### src/rtl/a_buf_loader_pkg.sv
// Shared widths and FSM encoding for the A-operand buffer write-side loader.
package a_buf_loader_pkg;

  localparam int TMMA_CNT_WIDTH    = 6;
  localparam int SARRAY_LOAD_WIDTH = 32;
  localparam int A_BUF_NUM         = 2;

  typedef enum logic [1:0] {
    LDR_IDLE     = 2'd0,
    LDR_WAIT_BUF = 2'd1,
    LDR_FILL     = 2'd2,
    LDR_FLUSH    = 2'd3
  } ldr_state_e;

  function automatic logic [A_BUF_NUM-1:0] buf_onehot(input logic id);
    return A_BUF_NUM'(1) << id;
  endfunction

endpackage

### src/rtl/a_buf_owner_trk.sv
// Per-buffer ownership flags: set when a buffer is published, cleared on feeder release.
module a_buf_owner_trk
  import a_buf_loader_pkg::*;
(
  input  logic                 clk,
  input  logic                 rst_n,
  input  logic                 i_set,
  input  logic                 i_set_id,
  input  logic                 i_rel,
  input  logic                 i_rel_id,
  output logic [A_BUF_NUM-1:0] o_buf_full
);

  logic [A_BUF_NUM-1:0] r_full;
  logic [A_BUF_NUM-1:0] w_set_mask;
  logic [A_BUF_NUM-1:0] w_rel_mask;

  assign w_set_mask = i_set ? buf_onehot(i_set_id) : '0;
  assign w_rel_mask = i_rel ? buf_onehot(i_rel_id) : '0;

  // Releasing a non-full buffer is a no-op; set wins if both ever hit one id.
  always_ff @(posedge clk or negedge rst_n) begin
    if (!rst_n) begin
      r_full <= '0;
    end else begin
      r_full <= (r_full & ~w_rel_mask) | w_set_mask;
    end
  end

  assign o_buf_full = r_full;

endmodule

### src/rtl/a_buf_loader.sv
// Write-side controller for the A-operand ping-pong buffer: takes a tile-load
// command and row beats, writes a_buf, and publishes each filled buffer.
//
// state        | meaning
// LDR_IDLE     | ready for a tile-load command
// LDR_WAIT_BUF | target buffer still owned by the feeder, waiting for release
// LDR_FILL     | accepting row beats, one a_buf write per accepted beat
// LDR_FLUSH    | last write on the bus; mark buffer full, flip write id
module a_buf_loader
  import a_buf_loader_pkg::*;
(
  input  logic                         clk,
  input  logic                         rst_n,
  input  logic                         ld_start_i,
  input  logic [TMMA_CNT_WIDTH-1:0]    ld_rows_m1_i,
  output logic                         ld_start_ready_o,
  input  logic                         ld_data_valid_i,
  input  logic [SARRAY_LOAD_WIDTH-1:0] ld_data_i,
  output logic                         ld_data_ready_o,
  output logic                         wr_a_buf_valid_o,
  output logic                         wr_a_buf_id_o,
  output logic [TMMA_CNT_WIDTH-1:0]    wr_a_buf_addr_o,
  output logic [SARRAY_LOAD_WIDTH-1:0] wr_a_buf_data_o,
  output logic                         fill_done_o,
  output logic                         fill_done_id_o,
  output logic [TMMA_CNT_WIDTH-1:0]    fill_done_rows_m1_o,
  input  logic                         buf_release_i,
  input  logic                         buf_release_id_i,
  output logic [A_BUF_NUM-1:0]         buf_full_o
);

  ldr_state_e                   r_state;
  logic                         r_wr_id;
  logic [TMMA_CNT_WIDTH-1:0]    r_row_cnt;
  logic [TMMA_CNT_WIDTH-1:0]    r_rows_m1;
  logic                         r_wr_valid;
  logic                         r_wr_buf_id;
  logic [TMMA_CNT_WIDTH-1:0]    r_wr_addr;
  logic [SARRAY_LOAD_WIDTH-1:0] r_wr_data;
  logic                         r_fill_done;
  logic                         r_fill_id;
  logic [TMMA_CNT_WIDTH-1:0]    r_fill_rows_m1;

  logic [A_BUF_NUM-1:0] w_buf_full;
  logic                 w_beat;
  logic                 w_rel_hit;
  logic                 w_target_busy;
  logic                 w_flush;

  assign w_beat    = ld_data_valid_i && (r_state == LDR_FILL);
  assign w_flush   = (r_state == LDR_FLUSH);
  assign w_rel_hit = buf_release_i && (buf_release_id_i == r_wr_id);
  // A release of the target this cycle lets FILL start on the next cycle.
  assign w_target_busy = w_buf_full[r_wr_id] && !w_rel_hit;

  always_ff @(posedge clk or negedge rst_n) begin
    if (!rst_n) begin
      r_state        <= LDR_IDLE;
      r_wr_id        <= 1'b0;
      r_row_cnt      <= '0;
      r_rows_m1      <= '0;
      r_wr_valid     <= 1'b0;
      r_wr_buf_id    <= 1'b0;
      r_wr_addr      <= '0;
      r_wr_data      <= '0;
      r_fill_done    <= 1'b0;
      r_fill_id      <= 1'b0;
      r_fill_rows_m1 <= '0;
    end else begin
      r_wr_valid  <= 1'b0;
      r_fill_done <= 1'b0;
      case (r_state)
        LDR_IDLE: begin
          if (ld_start_i) begin
            r_rows_m1 <= ld_rows_m1_i;
            r_state   <= LDR_WAIT_BUF;
          end
        end
        LDR_WAIT_BUF: begin
          if (!w_target_busy) begin
            r_row_cnt <= '0;
            r_state   <= LDR_FILL;
          end
        end
        LDR_FILL: begin
          if (w_beat) begin
            r_wr_valid  <= 1'b1;
            r_wr_buf_id <= r_wr_id;
            r_wr_addr   <= r_row_cnt;
            r_wr_data   <= ld_data_i;
            // Counter holds on the last row so rows_m1=63 never wraps.
            if (r_row_cnt == r_rows_m1) begin
              r_state <= LDR_FLUSH;
            end else begin
              r_row_cnt <= r_row_cnt + TMMA_CNT_WIDTH'(1);
            end
          end
        end
        LDR_FLUSH: begin
          r_fill_done    <= 1'b1;
          r_fill_id      <= r_wr_id;
          r_fill_rows_m1 <= r_rows_m1;
          r_wr_id        <= ~r_wr_id;
          r_state        <= LDR_IDLE;
        end
        default: r_state <= LDR_IDLE;
      endcase
    end
  end

  a_buf_owner_trk u_owner_trk (
    .clk        (clk),
    .rst_n      (rst_n),
    .i_set      (w_flush),
    .i_set_id   (r_wr_id),
    .i_rel      (buf_release_i),
    .i_rel_id   (buf_release_id_i),
    .o_buf_full (w_buf_full)
  );

  assign ld_start_ready_o    = (r_state == LDR_IDLE);
  assign ld_data_ready_o     = (r_state == LDR_FILL);
  assign wr_a_buf_valid_o    = r_wr_valid;
  assign wr_a_buf_id_o       = r_wr_buf_id;
  assign wr_a_buf_addr_o     = r_wr_addr;
  assign wr_a_buf_data_o     = r_wr_data;
  assign fill_done_o         = r_fill_done;
  assign fill_done_id_o      = r_fill_id;
  assign fill_done_rows_m1_o = r_fill_rows_m1;
  assign buf_full_o          = w_buf_full;

endmodule
### config.mk
export PLATFORM = sky130hd
export DESIGN_NAME = a_buf_loader
export DESIGN_NICKNAME = d
export VERILOG_FILES = /design/src/rtl/a_buf_loader_pkg.sv /design/src/rtl/a_buf_owner_trk.sv /design/src/rtl/a_buf_loader.sv
export SDC_FILE = /design/constraint.sdc
export NUM_CORES = 1
export LEC_CHECK = 0
export BUFFER_PORTS_ARGS = -buffer_cell sky130_fd_sc_hd__buf_4
export CAP_MARGIN = 40
export CORE_MARGIN = 5
export CORE_UTILIZATION = 50
export DETAILED_ROUTE_END_ITERATION = 10
export PLACE_DENSITY_LB_ADDON = 0.25
export SYNTH_ARGS = -nofsm -noshare
export SYNTH_HDL_FRONTEND = slang
export SYNTH_SLANG_ARGS = --single-unit
### constraint.sdc
create_clock -name clk -period 3.92 [get_ports clk]
set_input_delay 0.588 -clock clk [delete_from_list [all_inputs] [get_ports clk]]
set_output_delay 0.588 -clock clk [all_outputs]
set_load 0.05 [all_outputs]
Word level (Yosys, flattened, before mapping):

Index checks and enable logic that the tools add are counted.

* memories: 0
* register bits after elaboration: 65
* ROM bits: 0
* logic and storage cells: 56
* bits of input ports: 44
* output and inout bits: 52
* bits in writable memories: 0
* latch bits: 0

* shifts and indexed selects: 2
* bitwise logic cells: 4
* reduce and logical (&&, ||, !) cells: 10
* eq/ne operators: 10
* multiply operators: 0
* div/mod/pow operators: 0
* $add $sub $neg: 1
* order comparisons: 1
* muxes and demuxes: 16

Operators with widths (count)
* $mux W6: 3
* $mux W2: 6
* $pmux W6 S2: 1
* $pmux W2 S4: 1
* $reduce_and A4 Y1: 2
* $add A6 B1 Y6 const B: 1
* $eq A6 B6 Y1: 1
* $ne A2 B2 Y1 const B: 3
* $mux W1: 5
* $eq A2 B2 Y1 const B: 2
* $ne A2 B1 Y1 const B: 2
* $reduce_and A2 Y1: 2
* $shl A1 B1 Y2 const A: 2
* $logic_and A1 B1 Y1: 3
* $and A2 B2 Y2: 1
* $eq A2 B1 Y1 const B: 1
* $logic_not A2 Y1: 1
* $lt A1 B2 Y1 const B: 1
* $not A2 Y2: 1
* $or A2 B2 Y2: 1
* $reduce_bool A2 Y1: 1
* $eq A1 B1 Y1: 1
* $logic_not A1 Y1: 1
* $not A1 Y1: 1

Logic depth before layout (Yosys ltp):

Gate-level depths: netlist of the first run.

* depth in word-level cells: 6
* mapped depth: 8
* depth with buffers taken out: 8

By module:

A second synthesis of the first run with hierarchy kept.

* cell total of the unflattened synthesis: 196
* area total of the unflattened synthesis: 2756.4 um2

Modules (own cells, without submodules)
* a_buf_loader: area each 2675.1 um2, seq. area each 1576.5 um2, cells each 189, times used 1
* a_buf_owner_trk: area each 81.3 um2, seq. area each 50.0 um2, cells each 7, times used 1

Worst setup path after synthesis of the first run:

No wires, ideal clock.

* path kind: reg-to-reg
* from: register r_state[0]
* to: register r_row_cnt[5]
* clock period less this slack: 2.267 ns
* arrival: 2.197 ns
* buffers on the path: 0
* library setup time: 0.069 ns
* required time: 3.851 ns
* path slack: 1.653 ns
* cell stages (with the launch flop): 9
* cells stage by stage: dfrtp_1 inv_1 ha_1 nand2_2 inv_2 a21o_1 nand2_4 or4_1 nand3_1

* longest elaborated chain between the ends: 4
* elaborated cells between the ends (all ways): 9
* classes of those cells: eq/ne: 5; mux: 1; reduce/logical: 3

Ends and longest elaborated chain
* start, declared: RTL line a_buf_loader.sv:32 `ldr_state_e r_state;`
* start signal, assigned: RTL line a_buf_loader.sv:58 `r_state <= LDR_IDLE;`
* start signal, assigned: RTL line a_buf_loader.sv:76 `r_state <= LDR_WAIT_BUF;`
* start signal, assigned: RTL line a_buf_loader.sv:82 `r_state <= LDR_FILL;`
* $eq A2 B2 Y1 (*)
* via ld_data_ready_o: RTL line a_buf_loader.sv:19 `output logic ld_data_ready_o,`
* $logic_and A1 B1 Y1: RTL line a_buf_loader.sv:50 `assign w_beat = ld_data_valid_i && (r_state == LDR_FILL);`
* $ne A2 B1 Y1 (no line)
* $reduce_and A4 Y1 (no line)
* end signal, assigned: RTL line a_buf_loader.sv:95 `r_row_cnt <= r_row_cnt + TMMA_CNT_WIDTH'(1);`
* end, declared: RTL line a_buf_loader.sv:34 `logic [TMMA_CNT_WIDTH-1:0] r_row_cnt;`

Mark *: on every way through the listed nets, which the timed path passes. The rest lies on a longest branch.
A chain may end at the register's enable or synchronous reset.

Worst setup path after layout of the first run:

* from: register r_state[0]
* to: register r_row_cnt[5]

* longest elaborated chain between the ends: 4
* elaborated cells between the ends (all ways): 9
* classes of those cells: eq/ne: 5; mux: 1; reduce/logical: 3

Ends and longest elaborated chain (RTL line)
* $eq A2 B2 Y1: a_buf_loader.sv:50, a_buf_loader.sv:72
* $logic_and A1 B1 Y1: a_buf_loader.sv:50
* $ne A2 B1 Y1 (no line)
* $reduce_and A4 Y1 (no line)

Several ways; a longest one is shown, not always the timed one.

==> results.py, run 1 <==
metrics = {
    "clock_network": {
        "post_cts_resized": 0,
        "insertion_delay_ns": 0.33,
        "cts_buffer_depth": 2,
        "ctsRootBufferMaster": "clkbuf_8",
        "cts_setup_buffers": 0,
        "cts_tree": "yes",
        "cts.clk_slew.worst_paths_ns": 0.07,
        "htreeDepth": 3,
        "cts_made_buffers": 9,
        "clock-sinks": 65,
        "hold_buffers": 0,
    },
    "timing": {
        "rsz0062_at_grt": "false",
        "period_minus_slack_ns": 2.28,
        "setup_violations": 0,
        "finalCritPeriodShare_pct": 58.1,
        "fmax_mhz": 439,
        "timing.setup.tns_ns": 0,
        "worst_pin_slew_ns": 0.784,
        "relSlewSlack_pct": 47.7,
        "skew_ns": 0.0114,
        "slew_viol_final": 0,
        "hold_viol_final": 0,
    },
    "worst_setup_path": {
        "crit_path_end_kind": "register",
        "crit_path_cell_trace": "inv_1 > ha_1 > nand2_2 > inv_2 > a21o_1 > nand2_4 > or4_1 > nand3_1",
        "worst_path_max_delay_cell": "or4_1",
        "crit_required_ns": 4.19,
        "cp.arrival_ns": 2.55,
        "crit_type": "register to register",
        "crit_fanout": 13,
        "slowest_delay_ns": 0.53,
        "start_kind": "register",
    },
    "die": {
        "die_h_um": 84.2,
        "dieWidth_um": 84.2,
        "die-area_um2": 7090,
        "io_pins": 96,
        "rows": 27,
        "initial_core_util_pct": 50.6,
        "core_area_um2": 5440,
    },
    "finish": {
        "nets": 341,
        "syn2layout_area_growth_pct": 36.1,
        "layout-drive-gt1-share_pct": 59.0,
        "n_antenna_cell": 0,
    },
    "global_routing": {
        "grt-ovfl-total": 0,
        "grtUsageTotal_pct": 17.3,
        "grt_pass1_wl_mm": 9.72,
        "first_global_vias": 1938,
        "grt_max_degree": 66,
        "antenna_found_initial": 0,
    },
    "logic_synthesis": {
        "syn-instance-count": 190,
        "synth_cell_types": 39,
        "synthFlopType": "dfrtp_1",
        "post-synth-top-count-cell": "dfrtp_1",
        "ys_ff_latch": 65,
        "yosysSeqAreaShare_pct": 59.1,
        "syn-num-nets": 240,
        "ys_warn_count": 0,
        "synth_edf_count": 0,
        "synth_area_um2": 2750,
        "yosysTopAreaCellShare_pct": 59.1,
        "synth_largest_area_cell": "dfrtp_1",
        "synthTopCellsByCount": "65 x dfrtp_1, 52 x mux2_2, 7 x nand2_1",
        "synthTopCellsByArea": "dfrtp_1 59%, mux2_2 21%, ha_1 2.7%, xnor2_1 1.9%, a211o_2 1.1%",
        "avgSynthCellArea_um2": 14.5,
        "synthArstFlopShare_pct": 100,
    },
    "drt": {
        "dr_total_vias": 1855,
        "first_iter_violations": 45,
        "avgViaCountPerCell": 5.05,
        "drt-total-wl_mm": 5.80,
        "firstDrtPassIters": 4,
        "drcViolationCount": 0,
        "post_drt_wl_per_cell_um": 15.8,
        "final_antenna_net_count": 0,
    },
    "min_path": {
        "hold_class": "input port to async pin",
    },
    "outcome": {
        "status": "complete, no violations",
    },
    "placement": {
        "place.gp.congestion": 0.839,
        "portBuffers": 95,
        "hpwl_mm": 4.21,
    },
    "job": {
        "drv_cap": 0,
    },
}
[worst max-delay path: cells and delay by family (launching register included)]
kind	cells	cell delay, ns
AND/OR/NAND/NOR	4	0.98
adder cells (fa/ha/maj)	1	0.44
flip-flops	1	0.41
buffers and inverters	2	0.22
AO/OA/AOI/OAI	1	0.17
[area by class of cell]
type                            count  area (um2)
Sequential cell                    65        1630
Multi-Input combinational cell    112        1070
Fill cell                         386        1690
Clock buffer                       12         145
Timing Repair Buffer               96         721
Inverter                            7        26.3
Tap cell                           72        90.1
Clock inverter                      3        65.1
[layout by cell type (no fill, tap or decap), drive strengths merged, types with 2 or more instances in the layout]
| master | netlist | layout |
|---|---|---|
| buf | 4 | 96 |
| dfrtp | 65 | 65 |
| mux2 | 52 | 52 |
| clkbuf | 2 | 12 |
| nand2 | 9 | 9 |
| inv | 7 | 7 |
| xnor2 | 6 | 6 |
| ha | 6 | 6 |
| nand2b | 3 | 3 |
| o21ai | 3 | 3 |
| a211o | 3 | 3 |
| nand3 | 3 | 3 |
| a21boi | 2 | 2 |
| and3 | 2 | 2 |
| nor4 | 2 | 2 |
| bufinv | 0 | 2 |
| a21o | 2 | 2 |
[routing by layer]
metal / GRT usage, % / vias to the layer above / wire [um]
li1: - / 882 / -
met2: 27.3 / 61 / 2880
met1: 22.6 / 904 / 2470
met5: 0 / - / 0
met4: 7.46 / 0 / 51
met3: 4.61 / 8 / 393
[path summary, 6_finish.rpt]
kind,startpoint,endpoint,slack [ns],cells after the start
max,r_state[0],r_row_cnt[5],1.64,8
min,rst_n,r_row_cnt[1],0.33,1
min in group clk,ld_data_i[10],wr_a_buf_data_o[10],0.49,2
max in group asynchronous,rst_n,r_state[1],3.06,1
max reg2reg,r_state[0],r_row_cnt[5],1.64,8
min reg2reg,wr_a_buf_addr_o[3],wr_a_buf_addr_o[3],0.50,2
[stage by stage]
step / area (um2) / utilization [%] / cells / worst slack [ns] / hold WS, ns
floorplan: 2750 / - / 190 / 1.65 / 0.292
global placement: 3540 / 65.0 / 352 / 1.79 / 0.467
detailed placement: 3540 / 65.0 / 352 / 1.69 / 0.494
CTS: 3750 / 68.9 / 367 / 1.64 / 0.372
global route: 3750 / 68.9 / 367 / 1.49 / 0.418
finish: 3750 / 68.9 / 367 / 1.64 / 0.334
[registers in the layout, summed over array words and instances, names as in the netlist]
signal and cells:
wr_a_buf_data_o 32, fill_done_rows_m1_o 6, r_row_cnt 6, r_rows_m1 6, wr_a_buf_addr_o 6, r_state 2
u_owner_trk.o_buf_full 2, fill_done_id_o 1, fill_done_o 1, r_wr_id 1, wr_a_buf_id_o 1, wr_a_buf_valid_o 1
[logic make-up after synthesis]
kind of cell / after synthesis / share of synthesized area (%)
flops: 65 / 59.1
buf+inv: 13 / 1.95
xor+xnor: 7 / 2.23
compound gates: 20 / 6.68
mux: 53 / 21.6
fa+ha+maj: 6 / 2.73
simple gates: 26 / 5.72
Power of run 1 is left out: the tool's default activity adds up to more than one toggle a clock period on the data nets, which glitch-free logic cannot reach.
==> run 2: changes to the inputs <==
CORE_UTILIZATION = 49   (was 50)
clock period = 2.2 ns   (was 3.92 ns; I/O delays follow)
==> results.py, run 2 (synthesis gave the netlist of run 1 again) <==
metrics = {
    "drt": {
        "dr_total_vias": 1853,
        "drt-total-wl_mm": 5.93,
        "first_iter_violations": 31,
        "drcViolationCount": 0,
        "firstDrtPassIters": 4,
        "avgViaCountPerCell": 5.01,
        "final_antenna_net_count": 0,
        "post_drt_wl_per_cell_um": 16.0,
    },
    "timing": {
        "setup_violations": 0,
        "holdWs_ns": 0.0934,
        "period_minus_slack_ns": 2.04,
        "skew_ns": 0.00809,
        "fmax_mhz": 490,
        "slew_viol_final": 0,
        "hold_viol_final": 0,
        "timing.setup.tns_ns": 0,
        "finalCritPeriodShare_pct": 92.7,
        "worst_pin_slew_ns": 0.791,
        "relSlewSlack_pct": 47.3,
        "rsz0062_at_grt": "false",
    },
    "worst_setup_path": {
        "reg2reg_slack_ns": 0.16,
        "start_kind": "register",
        "worstReg2RegEnd": "r_state[1]",
        "crit_path_cell_trace": "inv_1 > ha_1 > nor2b_2 > a32oi_4 > o221ai_2 > o21ba_2 > mux2_2",
        "cp.arrival_ns": 2.26,
        "worst_path_max_delay_cell": "dfrtp_1",
        "slowest_delay_ns": 0.40,
        "crit_required_ns": 2.42,
        "crit_type": "register to register",
        "crit_path_end_kind": "register",
        "crit_fanout": 4,
        "rr_worst_depth": 7,
        "rr_startpoint": "r_state[1]",
    },
    "finish": {
        "syn2layout_area_growth_pct": 36.8,
        "nets": 343,
        "layout-drive-gt1-share_pct": 60.1,
        "fill_cells": 422,
        "largest_reg_flops": 32,
        "layout_commonest_cell": "buf_4",
        "n_antenna_cell": 0,
        "mostFrequentLayoutCells": "98 x buf_4, 65 x dfrtp_1, 52 x mux2_2",
    },
    "die": {
        "die-area_um2": 7220,
        "rows": 27,
        "initial_core_util_pct": 50.3,
        "die_h_um": 85.0,
        "core_area_um2": 5470,
        "io_pins": 96,
        "dieWidth_um": 85.0,
    },
    "placement": {
        "hpwl_mm": 4.28,
        "place.gp.congestion": 0.775,
        "portBuffers": 95,
    },
    "global_routing": {
        "grt_max_degree": 66,
        "grt_pass1_wl_mm": 9.98,
        "grt-ovfl-total": 0,
        "antenna_found_initial": 0,
        "first_global_vias": 2014,
        "grtUsageTotal_pct": 17.7,
    },
    "clock_network": {
        "cts_setup_buffers": 0,
        "ctsRootBufferMaster": "clkbuf_8",
        "clock-sinks": 65,
        "cts_made_buffers": 9,
        "cts.clk_slew.worst_paths_ns": 0.07,
        "hold_buffers": 0,
        "cts_tree": "yes",
        "htreeDepth": 3,
        "cts_buffer_depth": 2,
        "insertion_delay_ns": 0.33,
        "post_cts_resized": 0,
    },
    "job": {
        "drv_cap": 0,
    },
    "min_path": {
        "hold_class": "input port to async pin",
    },
    "outcome": {
        "status": "complete, no violations",
    },
}
## run 2: per-layer routing
metal / track usage, % / wire length [um] / vias up
met5: 0 / 0 / -
met4: 6.47 / 44 / 0
met3: 6.60 / 387 / 5
met2: 28.5 / 2970 / 62
met1: 21.8 / 2530 / 900
li1: - / - / 886
## run 2: worst max-delay path by stage
| stage | from | end | slack [ns] |
|---|---|---|---|
| after floorplan | r_state[0] | r_row_cnt[5] | 0.14 |
| after global placement | r_state[1] | r_state[1] | 0.20 |
| after detailed placement | r_state[1] | r_state[1] | 0.08 |
| after CTS | r_state[1] | r_state[1] | 0.06 |
| after global routing | r_state[1] | r_state[1] | 0.03 |
| final | r_state[1] | r_state[1] | 0.16 |
## run 2: cell type report
cell class                 count  area, um2  share of cell area [%]
clock buffer                  14        173                    4.58
clock inverter                 2       35.0                   0.930
inverter                       7       26.3                   0.697
multi-input combinational    112       1080                    28.7
sequential                    65       1630                    43.2
tap                           72       90.1                    2.39
timing repair buffer          98        736                    19.5
## run 2: critical path, delay by kind of cell, from the launching register on
family	cells	cell delay [ns]
AOI/OAI and AO/OA	3	0.71
DFF	1	0.40
muxes	1	0.33
adders and majority gates	1	0.21
and+or+nand+nor	1	0.17
buffers and inverters	1	0.10
## run 2: through the flow
step	util, %	cells	area, um2	worst slack (ns)
after floorplan	-	190	2760	0.143
after global placement	65.0	354	3550	0.200
after detailed placement	65.0	354	3550	0.0798
after CTS	68.7	370	3760	0.0619
after global routing	68.9	370	3770	0.0277
final	68.9	370	3770	0.160
Power of run 2 is left out for the same reason.
==> run 3: changes to the inputs <==
BUFFER_PORTS_ARGS = -buffer_cell sky130_fd_sc_hd__buf_2   (was -buffer_cell sky130_fd_sc_hd__buf_4)
CORE_ASPECT_RATIO = 0.8   (was not set)
==> results.py, run 3 (synthesis gave the netlist of run 1 again) <==
metrics = {
    "die": {
        "core_area_um2": 5470,
        "dieWidth_um": 93.8,
        "io_pins": 96,
        "die-area_um2": 7230,
        "die_h_um": 77.1,
        "initial_core_util_pct": 50.4,
        "rows": 24,
    },
    "timing": {
        "period_minus_slack_ns": 2.07,
        "worst_pin_slew_ns": 0.639,
        "skew_ns": 0.00748,
        "slew_viol_final": 0,
        "finalCritPeriodShare_pct": 93.9,
        "hold_viol_final": 0,
        "relSlewSlack_pct": 57.4,
        "setup_violations": 0,
        "timing.setup.tns_ns": 0,
        "rsz0062_at_grt": "false",
        "fmax_mhz": 484,
    },
    "drt": {
        "final_antenna_net_count": 0,
        "avgViaCountPerCell": 5.01,
        "drcViolationCount": 0,
        "first_iter_violations": 104,
        "firstDrtPassIters": 4,
        "post_drt_wl_per_cell_um": 15.1,
        "drt-total-wl_mm": 5.68,
        "dr_total_vias": 1878,
    },
    "finish": {
        "syn2layout_area_growth_pct": 28.9,
        "post-route-util_pct": 65.0,
        "n_antenna_cell": 0,
        "layout_commonest_cell": "buf_2",
        "mostFrequentLayoutCells": "95 x buf_2, 65 x dfrtp_1, 52 x mux2_2",
        "nets": 343,
        "largest_reg_flops": 32,
        "layout-drive-gt1-share_pct": 60.3,
    },
    "placement": {
        "hpwl_mm": 4.28,
        "place.gp.congestion": 0.779,
        "portBuffers": 95,
    },
    "worst_setup_path": {
        "crit_path_end_kind": "register",
        "crit_type": "register to register",
        "crit_fanout": 4,
        "reg2reg_slack_ns": 0.13,
        "rr_startpoint": "r_state[1]",
        "crit_end": "r_state[1]",
        "crit_required_ns": 2.42,
        "rr_worst_depth": 7,
        "cp.arrival_ns": 2.28,
        "start_kind": "register",
        "startpoint": "r_state[1]",
        "worstReg2RegEnd": "r_state[1]",
    },
    "global_routing": {
        "first_global_vias": 1932,
        "antenna_found_initial": 0,
        "grt-ovfl-total": 0,
        "grt_pass1_wl_mm": 9.51,
        "grtUsageTotal_pct": 17.0,
        "grt_max_degree": 39,
    },
    "clock_network": {
        "cts_setup_buffers": 0,
        "insertion_delay_ns": 0.34,
        "post_cts_resized": 0,
        "ctsRootBufferMaster": "clkbuf_8",
        "cts.clk_slew.worst_paths_ns": 0.06,
        "cts_tree": "yes",
        "htreeDepth": 3,
        "cts_made_buffers": 9,
        "clock-sinks": 65,
        "cts_buffer_depth": 2,
        "hold_buffers": 0,
    },
    "outcome": {
        "status": "complete, no violations",
    },
    "min_path": {
        "hold_class": "input port to async pin",
    },
    "job": {
        "drv_cap": 0,
    },
}
[run 3: critical path, cell delays in order, from the launching register on]
cell,delay [ns]
dfrtp_1,0.39
inv_1,0.09
ha_1,0.21
nor2b_2,0.17
a32oi_4,0.30
o221ai_1,0.19
o21ba_2,0.29
mux2_2,0.32
[run 3: how the worst min path moves through the flow]
stage | startpoint | to | slack (ns)
after floorplan | rst_n | fill_done_id_o | 0.03
after CTS | rst_n | wr_a_buf_data_o[23] | 0.03
final | rst_n | wr_a_buf_data_o[27] | 0.02
after global placement | rst_n | wr_a_buf_data_o[26] | 0.40
after detailed placement | rst_n | wr_a_buf_data_o[27] | 0.40
after global routing | rst_n | wr_a_buf_data_o[22] | 0.06
[run 3: per-stage QoR]
step / hold slack [ns] / cells / instance area [um2] / setup slack, ns
after floorplan: 0.0344 / 190 / 2760 / 0.143
after global placement: 0.395 / 360 / 3340 / 0.210
after detailed placement: 0.398 / 360 / 3340 / 0.148
after CTS: 0.0261 / 375 / 3550 / 0.124
after global routing: 0.0558 / 375 / 3550 / 0.0254
final: 0.0200 / 375 / 3550 / 0.133
[run 3: final cells by class]
class                           count  area, um2
Fill cell                         435       1910
Sequential cell                    65       1630
Multi-Input combinational cell    112       1080
Timing Repair Buffer               98        510
Clock buffer                       13        179
Tap cell                           78       97.6
Clock inverter                      2       35.0
Inverter                            7       26.3
[run 3: routing by layer]
| layer | up-vias | part of all wire (%) | routed length (um) | GRT usage, % |
|---|---|---|---|---|
| met4 | 0 | 1.4 | 79 | 4.33 |
| met5 | - | 0 | 0 | 0 |
| met2 | 75 | 45 | 2540 | 25.0 |
| li1 | 888 | - | - | - |
| met1 | 906 | 43 | 2450 | 21.9 |
| met3 | 9 | 11 | 614 | 9.30 |
Power of run 3 is left out for the same reason.
